### src/rtl/prime_detector_driver.sv
// Host-side initiator for the prime detector: serialises a request MSB-first,
// strobes start, waits (bounded) for done/prime and returns a response.
//
// state | meaning
// IDLE  | ready for a request, req_rdy high
// SHIFT | driving nbits serial bits, det_shift high
// START | one-cycle det_start pulse, timeout counter cleared
// WAIT  | waiting for det_done or timeout expiry
// RESP  | response presented until resp_rdy
module prime_detector_driver #(
  parameter int nbits   = 16,
  parameter int TIMEOUT = 1024
) (
  input  logic             clk,
  input  logic             reset_n,
  input  logic             req_val,
  output logic             req_rdy,
  input  logic [nbits-1:0] req_num,
  output logic             resp_val,
  input  logic             resp_rdy,
  output logic [nbits-1:0] resp_num,
  output logic             resp_prime,
  output logic             resp_timeout,
  output logic             det_data,
  output logic             det_shift,
  output logic             det_start,
  input  logic             det_done,
  input  logic             det_prime
);

  localparam int CW = (nbits > 1) ? $clog2(nbits) : 1;
  localparam int TW = $clog2(TIMEOUT + 1);
  localparam logic [CW-1:0] CNT_LAST = CW'(nbits - 1);
  localparam logic [TW-1:0] TO_LAST  = TW'(TIMEOUT - 1);

  typedef enum logic [2:0] {
    IDLE  = 3'd0,
    SHIFT = 3'd1,
    START = 3'd2,
    WAIT  = 3'd3,
    RESP  = 3'd4
  } state_t;

  state_t           state, state_nxt;
  logic [nbits-1:0] shreg;
  logic [CW-1:0]    bit_cnt;
  logic [TW-1:0]    to_cnt;

  always_ff @(posedge clk or negedge reset_n) begin
    if (!reset_n) state <= IDLE;
    else          state <= state_nxt;
  end

  always_comb begin
    state_nxt = state;
    req_rdy   = 1'b0;
    resp_val  = 1'b0;
    det_shift = 1'b0;
    det_data  = 1'b0;
    det_start = 1'b0;
    case (state)
      IDLE: begin
        req_rdy = 1'b1;
        if (req_val) state_nxt = SHIFT;
      end
      SHIFT: begin
        det_shift = 1'b1;
        det_data  = shreg[nbits-1];
        if (bit_cnt == '0) state_nxt = START;
      end
      START: begin
        det_start = 1'b1;
        state_nxt = WAIT;
      end
      WAIT: begin
        if (det_done || (to_cnt == TO_LAST)) state_nxt = RESP;
      end
      RESP: begin
        resp_val = 1'b1;
        if (resp_rdy) state_nxt = IDLE;
      end
      default: state_nxt = IDLE;
    endcase
  end

  always_ff @(posedge clk or negedge reset_n) begin
    if (!reset_n) begin
      shreg        <= '0;
      bit_cnt      <= '0;
      to_cnt       <= '0;
      resp_num     <= '0;
      resp_prime   <= 1'b0;
      resp_timeout <= 1'b0;
    end else begin
      case (state)
        IDLE: begin
          if (req_val) begin
            shreg        <= req_num;
            resp_num     <= req_num;
            bit_cnt      <= CNT_LAST;
            resp_prime   <= 1'b0;
            resp_timeout <= 1'b0;
          end
        end
        SHIFT: begin
          shreg   <= shreg << 1;
          bit_cnt <= bit_cnt - CW'(1);
        end
        START: to_cnt <= '0;
        WAIT: begin
          to_cnt <= to_cnt + TW'(1);
          // done takes priority over a coincident timeout
          if (det_done) begin
            resp_prime   <= det_prime;
            resp_timeout <= 1'b0;
          end else if (to_cnt == TO_LAST) begin
            resp_prime   <= 1'b0;
            resp_timeout <= 1'b1;
          end
        end
        default: ;
      endcase
    end
  end

endmodule
### config.mk
export PLATFORM = sky130hd
export DESIGN_NAME = prime_detector_driver
export DESIGN_NICKNAME = d
export VERILOG_FILES = /design/src/rtl/prime_detector_driver.sv
export SDC_FILE = /design/constraint.sdc
export NUM_CORES = 1
export LEC_CHECK = 0
export BUFFER_PORTS_ARGS = -buffer_cell sky130_fd_sc_hd__buf_2
export CAP_MARGIN = 0
export CORE_MARGIN = 2
export CORE_UTILIZATION = 61
export CTS_BUF_LIST = sky130_fd_sc_hd__clkbuf_4
export CTS_CLUSTER_DIAMETER = 120
export DETAILED_ROUTE_END_ITERATION = 16
export GPL_TIMING_DRIVEN = 0
export PLACE_DENSITY = 0.87
export SLEW_MARGIN = 10
export SYNTH_ARGS = -nofsm -noshare
export SYNTH_HDL_FRONTEND = slang
export SYNTH_SLANG_ARGS = --single-unit
### constraint.sdc
create_clock -name clk -period 3.2 [get_ports clk]
set_input_delay 0 -clock clk [delete_from_list [all_inputs] [get_ports clk]]
set_output_delay 0 -clock clk [all_outputs]
set_load 0.05 [all_outputs]
**Yosys cells after proc, flatten, opt, wreduce, memory -nomap -nowiden**

Cells that the tools add are included.

- Input bits: 22
- Register bits after elaboration: 52

- Eq/ne operators: 10
- Reductions and logical operators: 10
- Muxes and demuxes: 22
- $add $sub $neg: 2

Operators by type and width:

| cell | count |
|---|---|
| 16-bit one-hot mux with 2 select lines | 1 |
| 11-bit one-hot mux with 2 select lines | 1 |
| 16-bit two-way mux | 1 |
| 3-bit one-hot mux with 5 select lines | 1 |
| 3-bit two-way mux | 4 |
| 11-bit by 1-bit adder with 11-bit output (second input constant) | 1 |
| 11-bit by 10-bit == test with 1-bit output (second input constant) | 1 |
| 1-bit two-way mux | 10 |
| 2-bit != test (second input constant) | 4 |
| 4-bit one-hot mux with 2 select lines | 1 |
| 3-bit by 2-bit == test with 1-bit output (second input constant) | 2 |
| 2-bit nonzero test | 3 |
| 4-bit logical NOT | 1 |
| 4-bit two-way mux | 1 |
| 1-bit one-hot mux with 2 select lines | 2 |
| 2-bit AND reduction | 2 |
| 4-bit AND reduction | 1 |
| 4-bit by 1-bit subtractor with 4-bit output (second input constant) | 1 |
| 3-bit by 1-bit == test with 1-bit output (second input constant) | 1 |
| 3-bit == test (second input constant) | 1 |
| 3-bit logical NOT | 1 |
| 3-bit != test (second input constant) | 1 |
| 3-bit AND reduction | 1 |
| 1-bit logical OR | 1 |

**Longest topological paths before layout**

Gate-level depths: netlist of run 1.

- Depth after elaboration: 4
- Depth in mapped cells: 6

**Worst setup path before layout of run 1**

OpenSTA, ideal clock, no wires.

- Path type: register -> register
- From: reg state[1]
- To: reg resp_num[0]
- Required time: 3082 ps
- Period minus slack after synthesis: 2590 ps
- Arrival: 2472 ps
- Cell stages (with the launch flop): 7
- Library setup time: 118 ps
- Setup slack: 610 ps
- Buffers on the path: 2
- Path through: dfrtp_1 > clkbuf_8 > nor3_1 > nand2_1 > buf_2 > nand2_1 > nand2_1

- Longest elaborated chain between the ends: 2

RTL lines:

| item | line | source |
|---|---|---|
| start, declared | 44 | `state_t state, state_nxt;` |
| start signal, assigned | 51 | `else state <= state_nxt;` |
| 3-bit logical NOT | 95 | `case (state)` |
| 2-bit AND reduction (no line) | n/a |  |
| end signal, assigned | 99 | `resp_num <= req_num;` |
| end, declared | 21 | `output logic [nbits-1:0] resp_num,` |

Every way passes these cells.
A chain may end at the register's enable or synchronous reset.

**Final worst setup path of run 1**

- From: reg to_cnt[0]
- To: reg state[2]

- Longest elaborated chain between the ends: 4

RTL lines:

| item | line | source |
|---|---|---|
| start, declared | 47 | `logic [TW-1:0] to_cnt;` |
| start signal, assigned | 111 | `to_cnt <= to_cnt + TW'(1);` |
| 11-bit by 10-bit == test with 1-bit output | 76 | `if (det_done \|\| (to_cnt == TO_LAST)) state_nxt = RESP;` |
| 1-bit logical OR | 76 |  |
| 2-bit != test (no line) | n/a |  |
| 4-bit AND reduction (no line) | n/a |  |

Every way passes these cells.

==> run metrics, run 1 <==
crit path launch to_cnt[0]$_DFFE_PN0P_; Fmax about 470 MHz; worst-path fanout max 5; Final Max Tran Viols 0; core region area 3690 um^2; setup violators final 0; share of cells above drive strength 1 21.5%; largest net degree at the start of global routing 53; Avg Vias per Cell 5.52; commonest non-fill, non-tap cells in the layout nand2_1 (92), dfrtp_1 (52), buf_2 (48); RSZ-0062 raised after global routing no; CP required 3.47 ns; post-route minimum period around 2.1 ns; setup tns final 0 ns; Tot Pwr 2.94 mW; H-tree depth 2; Yosys reg bits 52; peak supply drop 0.690 mV; total track usage ~28%; sw power 1.42 mW; vias after detailed routing 2065; # DRC 0; Int Power 1.52 mW; cells on worst reg2reg path 6; DRT iter0 DRCs approximately 180; Synth Area per Inst 9.39 um^2; die area 4390 um^2; pwr/cell area ~1000 nW/um^2; Final Skew a little under 0.009 ns; fin crit share 67.1%; Crit path largest cell delay a little under 0.6 ns; CP Launch Type flop; post-place instance area around 2600 um^2; Die Span X about 66 um; switching part of the total between 40% and 50%; worst setup path end state[2]$_DFFE_PN0P_; Root Driver clkbuf_4; Gate power share 51.6%; Antenna Cells 0; worst min path class in2async; worst slew pin tran 0.640 ns; Longest Clk Path Bufs 2; # clock sinks 52; Mapped Cells 252; DP Wirelength roughly 3500 um; Crit path top cell by count o21ai_0; worst-skew pair later-pin latency 0.37 ns; # port buffers between 40 and 50; DRT Pass-1 Iters 4; register area share after synthesis a little over half; Routed Antenna Nets 0; Hold Buf Count CTS 22; FF-to-FF Start to_cnt[0]$_DFFE_PN0P_; synthesized area between 2000 and 2500 um^2; RR Endpoint state[2]$_DFFE_PN0P_; critical path class reg2reg; drt wl/cell 14.7 um; DIE HEIGHT roughly 66 um; cells along the critical path ha_1, and4_2, and4b_2, o21ai_0, o21ai_0, dlygate4sd3_1; final wirelength around 5500 um; Synth cell types 39; leakage power 1.51 nW; vias in the first global route 2002; synth warn 0; most common cell after layout, fill and taps aside nand2_1; FP Rows 22; I/O pin total between 40 and 50; Area growth syn-to-layout 24.4%; Arrival @ worst endpoint 2.42 ns; Final Cell Area 2940 um^2; fin util 79.8%; first-pass GRT wire length 9150 um; Starting Density 64.1%; Clock transition at path regs 0.14 ns; CTS Buf Count 5; Sequential cell area 1300 um^2; grt total ovfl 0; NumNets Final between 300 and 400; gp weighted congestion 0.794; reg2reg setup slack 1.05 ns; Hold Violations, Final 0; status complete, no violations; Synth Net Count about 280; max-cap viol count 0; Max transition margin 57.3%; Slowest cell on crit path dlygate4sd3_1; Clk pwr share 12.4%; area used by multi-input combinational logic about 950 um^2; CTS tree built; Post-CTS Resized 0; sequential power share 36.0%; antenna violations before repair 0; Fillers ~250; Crit. End Element flop; post-CTS setup buffer count 0
## final cells by class
class	instances	share of cell area, %
sequential	52	44.2
tap	48	2.04
clock buffer	5	1.27
clock inverter	3	1.27
buffer	11	2.72
inverter	9	1.15
multi-input combinational	180	32.3
timing repair buffer	66	15.0
## state kept, by name, indices dropped and copies added, names as in the netlist
name and cells:
bit_cnt 4, resp_prime 1, resp_num 16, state 3
shreg 16, resp_timeout 1, to_cnt 11
## layer usage
| metal | up-vias | global-route usage, % | wire length (um) |
|---|---|---|---|
| met5 | - | 0 | 0 |
| met4 | 0 | 8.16 | 51 |
| met3 | 5 | 6.13 | 217 |
| met2 | 52 | 50.9 | 3010 |
| met1 | 1011 | 32.9 | 2220 |
| li1 | 997 | - | - |
## power by group through the flow
stage	logic [mW]	clock network, mW	registers, mW
6_report	1.52	0.365	1.06
2_1_floorplan	0.808	0	1.38
3_3_place_gp	1.44	0	1.05
4_1_cts	1.52	0.366	1.05
3_5_place_dp	1.49	0	1.06
5_1_grt	1.66	0.393	1.08
## cells in the mapped netlist (all sizes together)
cell type	n	area share, %
a211o	1	0.37
a21oi	9	1.9
a22o	1	0.37
a22oi	14	4.4
a31oi	1	0.26
and2	1	0.26
and3	1	0.26
and4	2	0.85
and4b	1	0.48
buf	9	2.6
clkbuf	2	0.74
dfrtp	52	55
ha	2	1.1
inv	9	1.4
mux2i	3	1.3
nand2	92	15
nand2b	2	0.53
nand3	8	1.7
nand3b	1	0.48
nand4	1	0.26
nor2	11	2.2
nor3	3	0.63
nor3b	1	0.79
nor4	1	0.26
nor4b	1	1.0
o211ai	1	0.32
o21ai	10	2.1
o22ai	3	0.79
o311ai	1	0.37
o31ai	2	0.63
or2	1	0.26
or3	3	1.0
xnor2	2	0.74
## per-stage QoR
step / cells / setup WS [ns] / hold WS (ns)
after floorplan: 252 / 0.610 / -0.296
after global placement: 344 / 1.48 / 0.205
after detailed placement: 344 / 1.45 / 0.217
after CTS: 374 / 1.08 / 0.350
after global routing: 374 / 0.962 / 0.220
final: 374 / 1.05 / 0.174
## worst min-delay path by stage
stage	start	slack, ns	endpoint
after global placement	resp_rdy	0.21	state[2]$_DFFE_PN0P_
final	reset_n	0.17	bit_cnt[2]$_DFFE_PN0P_
after global routing	reset_n	0.22	bit_cnt[3]$_DFFE_PN0P_
after detailed placement	resp_rdy	0.22	state[2]$_DFFE_PN0P_
after CTS	req_num[12]	0.35	resp_num[12]$_DFFE_PN0P_
after floorplan	reset_n	-0.30	bit_cnt[0]$_DFFE_PN0P_
## worst max-delay path, delay by kind of cell, from the launching register on
family | cells | cell delay (ns)
buffers and inverters | 1 | 0.58
AND/OR/NAND/NOR | 2 | 0.53
flip-flops | 1 | 0.44
adder cells (fa/ha/maj) | 1 | 0.25
AO/OA/AOI/OAI | 2 | 0.25
## kinds of logic (layout without fill, tap and decap cells)
family | after synthesis | after routing | share of synthesized area, %
fa+ha+maj | 2 | 2 | 1.06
simple gates | 130 | 130 | 25.5
mux | 3 | 3 | 1.27
buf+inv | 20 | 94 | 4.81
compound gates | 43 | 43 | 11.6
flops | 52 | 52 | 55.0
xor+xnor | 2 | 2 | 0.740
Power figures use the tool's default switching activity.
==> inputs of run 2 (changes only) <==
--- a/config.mk
+++ b/config.mk
@@ -5,15 +5,16 @@
 export SDC_FILE = /design/constraint.sdc
 export NUM_CORES = 1
 export LEC_CHECK = 0
+export ABC_AREA = 1
 export BUFFER_PORTS_ARGS = -buffer_cell sky130_fd_sc_hd__buf_2
 export CAP_MARGIN = 0
 export CORE_MARGIN = 2
-export CORE_UTILIZATION = 61
+export CORE_UTILIZATION = 57
 export CTS_BUF_LIST = sky130_fd_sc_hd__clkbuf_4
 export CTS_CLUSTER_DIAMETER = 120
 export DETAILED_ROUTE_END_ITERATION = 16
 export GPL_TIMING_DRIVEN = 0
-export PLACE_DENSITY = 0.87
+export PLACE_DENSITY = 0.82
 export SLEW_MARGIN = 10
 export SYNTH_ARGS = -nofsm -noshare
 export SYNTH_HDL_FRONTEND = slang
==> constraint.sdc (replaced) <==
create_clock -name clk -period 2.1 [get_ports clk]
set_input_delay 0 -clock clk [delete_from_list [all_inputs] [get_ports clk]]
set_output_delay 0 -clock clk [all_outputs]
set_load 0.05 [all_outputs]
==> run 2 against run 1 <==
Effect of this change: combinational power rose by 59%; routed wire length fell by 12%; sequential share of layout area rose by 0.36 points; sequential power rose by 56%; first-iteration DRC count fell by 16%; non-clock buffer count fell by 7; total power rose by 54%; largest power group unchanged; highest routed layer unchanged.
==> run metrics, run 2 <==
Starting Density 59.2% (-4.9 points); post-CTS setup buffer count 0 (unchanged); Hold Buf Count CTS 21 (-4.5%); share of cells above drive strength 1 20.4% (-1.1 points); status complete, no violations; Root Driver clkbuf_4; register area share after synthesis 54.9% (-0.058 points); Final Skew 0.0131 ns (+0.00438 ns); Antenna Cells 0 (unchanged); die area 4690 um^2 (+6.7%); Final Max Tran Viols 0 (unchanged); setup violators final 0 (unchanged); DRT Pass-1 Iters 4 (unchanged); Die Span X 68.5 um (+3.3%); max-cap viol count 0 (unchanged); vias in the first global route 1927 (-3.7%); Longest Clk Path Bufs 2 (unchanged); top cells by area, synth dfrtp_1 (55%), nand2_1 (17%), nand3_1 (5.9%); Avg Vias per Cell 5.16 (-6.6%); fin crit share 85.2%; async set or reset register ratio after synthesis 100% (unchanged); commonest non-fill, non-tap cells in the layout nand2_1 (105), dfrtp_1 (52), buf_2 (43); number of flops mapped to enable cells by yosys 0 (unchanged); worst slew pin tran 0.643 ns (+0.00293 ns); FP Rows 23 (+4.5%); area used by multi-input combinational logic 916 um^2 (-3.7%); Synth Area per Inst 8.77 um^2 (-6.6%); most frequent cells after synthesis nand2_1 (105), dfrtp_1 (52), nand3_1 (28), inv_1 (21), nor2_1 (10); gp weighted congestion 0.794 (about the same); Sequential cell area 1300 um^2 (unchanged); RSZ-0062 raised after global routing no; critical path class reg2out; switching part of the total 50.3% (+2.0 points); Clock transition at path regs 0.15 ns (about the same); complex-gate fraction of the synthesized area 5.97% (-5.6 points); Clk pwr share 9.8% (-2.6 points); DRT iter0 DRCs 150 (-16%); Mapped Cells 270 (+7.1%); H-tree depth 2 (unchanged); I/O pin total 45 (unchanged); peak supply drop 1.03 mV (+50%); most frequent cell after synthesis nand2_1; grt total ovfl 0 (unchanged); core region area 4000 um^2 (+8.4%); sequential power share 36.6% (+0.6 points); worst min path class in2reg; Yosys reg bits 52 (unchanged); leakage power 1.56 nW (+3.5%); registers with the most flip-flops resp_num x16, shreg x16, to_cnt x11; XOR/XNOR Fraction of Synth Area 0.370% (-0.37 points); # DRC 0 (unchanged); DIE HEIGHT 68.5 um (+3.3%); Arrival @ worst endpoint 1.79 ns (-0.63 ns); post-place instance area 2650 um^2 (+0.19%); cells along the critical path inv_1, nand3_4, inv_4, buf_4, buf_2; # port buffers 44 (unchanged); Gate power share 53.6% (+2.0 points); Synth Area in Adders 1.06% (-0.0011 points); post-route minimum period 1.79 ns; NumNets Final 366 (+4.9%); largest net degree at the start of global routing 53 (unchanged); sw power 2.27 mW (+60%); Area growth syn-to-layout 23.3%; Max transition margin 57.1% (-0.20 points); pwr/cell area 1550 nW/um^2 (+55%); Synth cell types 26 (-33%); final wirelength 4850 um (-12%); CP required 2.10 ns (-1.37 ns); mux contribution to synthesized area 0% (-1.3 points); CTS tree built; worst-path fanout max 10 (+5); CTS Buf Count 5 (unchanged); Final Cell Area 2920 um^2 (-0.81%); # clock sinks 52 (unchanged); ys flop type dfrtp_1; synthesized area 2370 um^2 (+0.11%); CP Launch Type flop; Post-CTS Resized 0 (unchanged); Fmax 559 MHz; most common cell after layout, fill and taps aside nand2_1; drt wl/cell 12.3 um (-16%); Synth Area in Simple Gates 31.3% (+5.7 points); largest area contributor in the netlist dfrtp_1; post-synth top area share 54.9% (-0.058 points); Slowest cell on crit path dfrtp_1; first-pass GRT wire length 8000 um (-13%); Crit. End Element primary output; Int Power 2.25 mW (+48%); Hold Violations, Final 0 (unchanged); Fillers 312 (+27%); vias after detailed routing 2027 (-1.8%); Crit path largest cell delay 0.44 ns (-0.14 ns); Routed Antenna Nets 0 (unchanged); synth warn 0 (unchanged); Synth Net Count 294 (+6.5%); total track usage 23.1% (-4.9 points); largest family of logic cells by synthesized area simple AND/OR/NAND/NOR gates; antenna violations before repair 0 (unchanged); worst-skew pair later-pin latency 0.36 ns (about the same); setup tns final 0 ns (unchanged); DP Wirelength 3270 um (-6.7%)
==> run 2: cell count changes after synthesis, moves of 5 or more <==
cell | before | now
a22oi_1 | 14 | 0
buf_2 | 5 | 0
nand3_1 | 8 | 28
nand2_1 | 92 | 105
inv_1 | 9 | 21
==> run 2: layout make-up <==
class	count	area share, %
Sequential cell	52	44.6
Multi-Input combinational cell	188	31.4
Timing Repair Buffer	65	14.8
Inverter	25	3.38
Tap cell	50	2.14
Buffer	5	1.80
Clock buffer	6	1.54
Clock inverter	2	0.386
==> run 2: worst paths after layout <==
kind	from	endpoint	slack (ns)	cells after the start
worst min-delay path	req_val	resp_num[12]$_DFFE_PN0P_	0.12	5
worst min register to register	to_cnt[7]$_DFFE_PN0P_	to_cnt[7]$_DFFE_PN0P_	0.48	1
max in group asynchronous	reset_n	bit_cnt[1]$_DFFE_PN0P_	1.48	2
worst max-delay path	state[2]$_DFFE_PN0P_	det_shift	0.31	5
worst max register to register	state[2]$_DFFE_PN0P_	resp_prime$_DFFE_PN0P_	0.32	7
min in group asynchronous	reset_n	resp_timeout$_DFFE_PN0P_	0.17	2
==> run 2: kinds of logic after synthesis <==
family | count (synthesis)
adder cells (fa/ha/maj) | 2
AO/OA/AOI/OAI | 25
AND/OR/NAND/NOR | 160
buffers and inverters | 30
XOR/XNOR | 1
flip-flops | 52
==> run 2: layer usage <==
| layer | share of wire, % | vias to the layer above | global-route usage (%) |
|---|---|---|---|
| met3 | 3.3 | 9 | 4.11 |
| met1 | 45 | 963 | 27.9 |
| met4 | 1.9 | 0 | 10.8 |
| met2 | 50 | 42 | 39.9 |
| li1 | - | 1013 | - |
| met5 | 0 | - | 0 |
==> run 2: per-stage QoR <==
step / util, % / setup WS [ns] / power (mW) / hold slack (ns) / instances
after floorplan: - / 0.509 / 3.53 / -0.296 / 270
after CTS: 72.9 / 0.298 / 4.54 / 0.126 / 393
after global placement: 66.3 / 0.573 / 4.00 / 0.226 / 364
after global routing: 73.0 / 0.213 / 4.86 / 0.169 / 393
after detailed placement: 66.3 / 0.514 / 4.08 / 0.241 / 364
final: 73.0 / 0.311 / 4.52 / 0.125 / 393
==> run 2: worst max-delay path, delay by kind of cell, from the launching register on <==
| family | cells | cell delay, ns |
|---|---|---|
| AND/OR/NAND/NOR | 1 | 0.16 |
| flip-flops | 1 | 0.44 |
| buffers and inverters | 4 | 0.81 |
==> run 2: power groups by stage <==
stage	clock, mW	combinational (mW)	sequential (mW)
4_1_cts	0.452	2.44	1.65
5_1_grt	0.498	2.66	1.70
3_5_place_dp	0	2.41	1.66
2_1_floorplan	0	1.34	2.20
6_report	0.443	2.42	1.65
3_3_place_gp	0	2.34	1.66
==> inputs of run 3 (changes only) <==
--- a/config.mk
+++ b/config.mk
@@ -9,12 +9,12 @@
 export BUFFER_PORTS_ARGS = -buffer_cell sky130_fd_sc_hd__buf_2
 export CAP_MARGIN = 0
 export CORE_MARGIN = 2
-export CORE_UTILIZATION = 57
+export CORE_UTILIZATION = 45
 export CTS_BUF_LIST = sky130_fd_sc_hd__clkbuf_4
 export CTS_CLUSTER_DIAMETER = 120
 export DETAILED_ROUTE_END_ITERATION = 16
 export GPL_TIMING_DRIVEN = 0
-export PLACE_DENSITY = 0.82
+export PLACE_DENSITY = 0.67
 export SLEW_MARGIN = 10
 export SYNTH_ARGS = -nofsm -noshare
 export SYNTH_HDL_FRONTEND = slang
==> run 3 against run 2 <==
Effect of this change: critical path depth unchanged; utilization down 15 points; via count down 1.2%; combinational power about the same; worst setup slack better by 0.015 ns; critical path type unchanged; clock-buffer cell count unchanged; clock skew down 0.0097 ns; hold slack better by 0.020 ns; cell count up 4.8%; register-to-register slack better by 0.02 ns; sequential cell count unchanged.
==> run metrics, run 3 (synthesis gave the netlist of run 2 again) <==
most common cell after layout, fill and taps aside nand2_1; Crit path largest cell delay 0.45 ns (about the same); CP required 2.10 ns (about the same); Fmax 564 MHz (+0.85%); # DRC 0 (unchanged); cells along the critical path inv_1, nand3_4, inv_4, buf_4, buf_2; max-cap viol count 0 (unchanged); largest net degree at the start of global routing 53 (unchanged); share of cells above drive strength 1 20.5% (+0.060 points); setup violators final 0 (unchanged); Final Skew 0.00336 ns (-0.00973 ns); RSZ-0062 raised after global routing no; gp weighted congestion 0.788 (-0.77%); switching part of the total 50.1% (-0.14 points); final hold slack 0.144 ns (+0.0198 ns); Clock transition at path regs 0.14 ns (about the same); Crit. End Element primary output; Avg Vias per Cell 4.86 (-5.8%); Root Driver clkbuf_4; antenna violations before repair 0 (unchanged); worst-path fanout max 10 (unchanged); Arrival @ worst endpoint 1.77 ns (-0.02 ns); worst hold start req_val; # clock sinks 52 (unchanged); registers with the most flip-flops resp_num x16, shreg x16, to_cnt x11; H-tree depth 2 (unchanged); CTS Buf Count 5 (unchanged); status complete, no violations; RR Endpoint resp_prime$_DFFE_PN0P_; worst slew pin tran 0.660 ns (+0.0173 ns); Longest Clk Path Bufs 2 (unchanged); leakage power 1.56 nW (+0.14%); commonest non-fill, non-tap cells in the layout nand2_1 (105), dfrtp_1 (52), buf_2 (43); DRT Pass-1 Iters 4 (unchanged); Die Span X 76.6 um (+12%); fin crit share 84.5% (-0.72 points); Non-Filler Instances 412 (+4.8%); Slowest cell on crit path dfrtp_1; CTS tree built; DRT iter0 DRCs 71 (-53%); Final Max Tran Viols 0 (unchanged); core region area 5110 um^2 (+28%); vias in the first global route 1923 (-0.21%); Starting Density 46.4% (-13 points); post-route minimum period 1.77 ns (-0.0151 ns); Hold Path Cell Cnt 5 (unchanged); Placed Cells 384 (+5.5%); setup tns final 0 ns (unchanged); Antenna Cells 0 (unchanged); Hold EP resp_num[10]$_DFFE_PN0P_; DP Wirelength 3360 um (+2.8%); NumNets Final 366 (unchanged); drt wl/cell 12.0 um (-2.7%); peak supply drop 0.847 mV (-18%); first-pass GRT wire length 8630 um (+7.8%); critical path class reg2out; Gate power share 53.5% (about the same); Fillers 474 (+52%); cells on worst reg2reg path 7 (unchanged); DIE HEIGHT 76.6 um (+12%); die area 5860 um^2 (+25%); Routed Antenna Nets 0 (unchanged); Max transition margin 56.0% (-1.2 points); critical path buffer and inverter count 4 (unchanged); Area growth syn-to-layout 24.1%; reg2reg setup slack 0.34 ns (+0.02 ns); I/O pin total 45 (unchanged); final wirelength 4940 um (+2.0%); CP top delay family buffers and inverters; worst-skew pair later-pin latency 0.36 ns (about the same); total track usage 18.3% (-4.8 points); # port buffers 44 (unchanged); CP Launch Type flop; Clk pwr share 9.6% (-0.2 points); worst min path class in2reg; vias after detailed routing 2002 (-1.2%); Int Power 2.24 mW (-0.22%); Post-CTS Resized 0 (unchanged); Hold Violations, Final 0 (unchanged); FP Rows 26 (+13%); sw power 2.25 mW (-0.80%); FF-to-FF Start state[2]$_DFFE_PN0P_; grt total ovfl 0 (unchanged); sequential power share 36.9% (+0.3 points); pwr/cell area 1530 nW/um^2 (-1.1%)
## run 3: repair_timing
item | CTS | global route
endpoints found under the hold margin | 88 | 0
hold buffers | 21 | 0
buffers inserted | 0 | 0
## run 3: worst register-to-register path, cell delays in order, from the launching register on
cell           delay (ns)
dfrtp_1              0.45
inv_1                0.18
nand3_4              0.17
inv_2                0.10
buf_6                0.13
nand3_1              0.07
dlygate4sd3_1        0.56
nand2_1              0.06
## run 3: layout make-up
type	instances	area, um^2	area share [%]
plain buffers	5	52.6	1.79
repair buffers	65	433	14.7
clock inverters	1	5.00	0.170
well taps	70	87.6	2.98
clock buffers	6	45.0	1.53
flip-flops and latches	52	1300	44.3
inverters	25	98.8	3.36
multi-input cells	188	916	31.2
## run 3: worst max-delay path by stage
stage	slack, ns	end	depth (start not counted)	from
finish	0.33	det_shift	5	state[2]$_DFFE_PN0P_
global route	0.22	det_shift	5	state[2]$_DFFE_PN0P_
CTS	0.29	det_shift	5	state[2]$_DFFE_PN0P_
detailed placement	0.53	resp_prime$_DFFE_PN0P_	8	to_cnt[0]$_DFFE_PN0P_
global placement	0.54	resp_timeout$_DFFE_PN0P_	8	to_cnt[0]$_DFFE_PN0P_
floorplan	0.51	resp_val	1	state[0]$_DFFE_PN0P_
## run 3: metal layers
| metal | global-route usage [%] | part of all wire (%) |
|---|---|---|
| met1 | 22.9 | 46 |
| met2 | 31.3 | 48 |
| met3 | 4.15 | 4.0 |
| met4 | 5.82 | 1.3 |
| met5 | 0 | 0 |
## run 3: power groups by stage
stage | Clock [mW] | Combinational [mW] | Sequential (mW)
after floorplan | 0 | 1.34 | 2.20
after global placement | 0 | 2.37 | 1.66
after detailed placement | 0 | 2.40 | 1.67
after CTS | 0.458 | 2.43 | 1.66
after global routing | 0.489 | 2.65 | 1.71
final | 0.431 | 2.41 | 1.66
## run 3: through the flow
step | util [%] | area (um^2) | setup slack [ns] | power [mW]
after CTS | 57.5 | 2940 | 0.295 | 4.55
after global routing | 57.5 | 2940 | 0.217 | 4.85
after floorplan | - | 2370 | 0.509 | 3.53
final | 57.5 | 2940 | 0.326 | 4.49
after detailed placement | 52.4 | 2680 | 0.533 | 4.08
after global placement | 52.4 | 2680 | 0.542 | 4.03
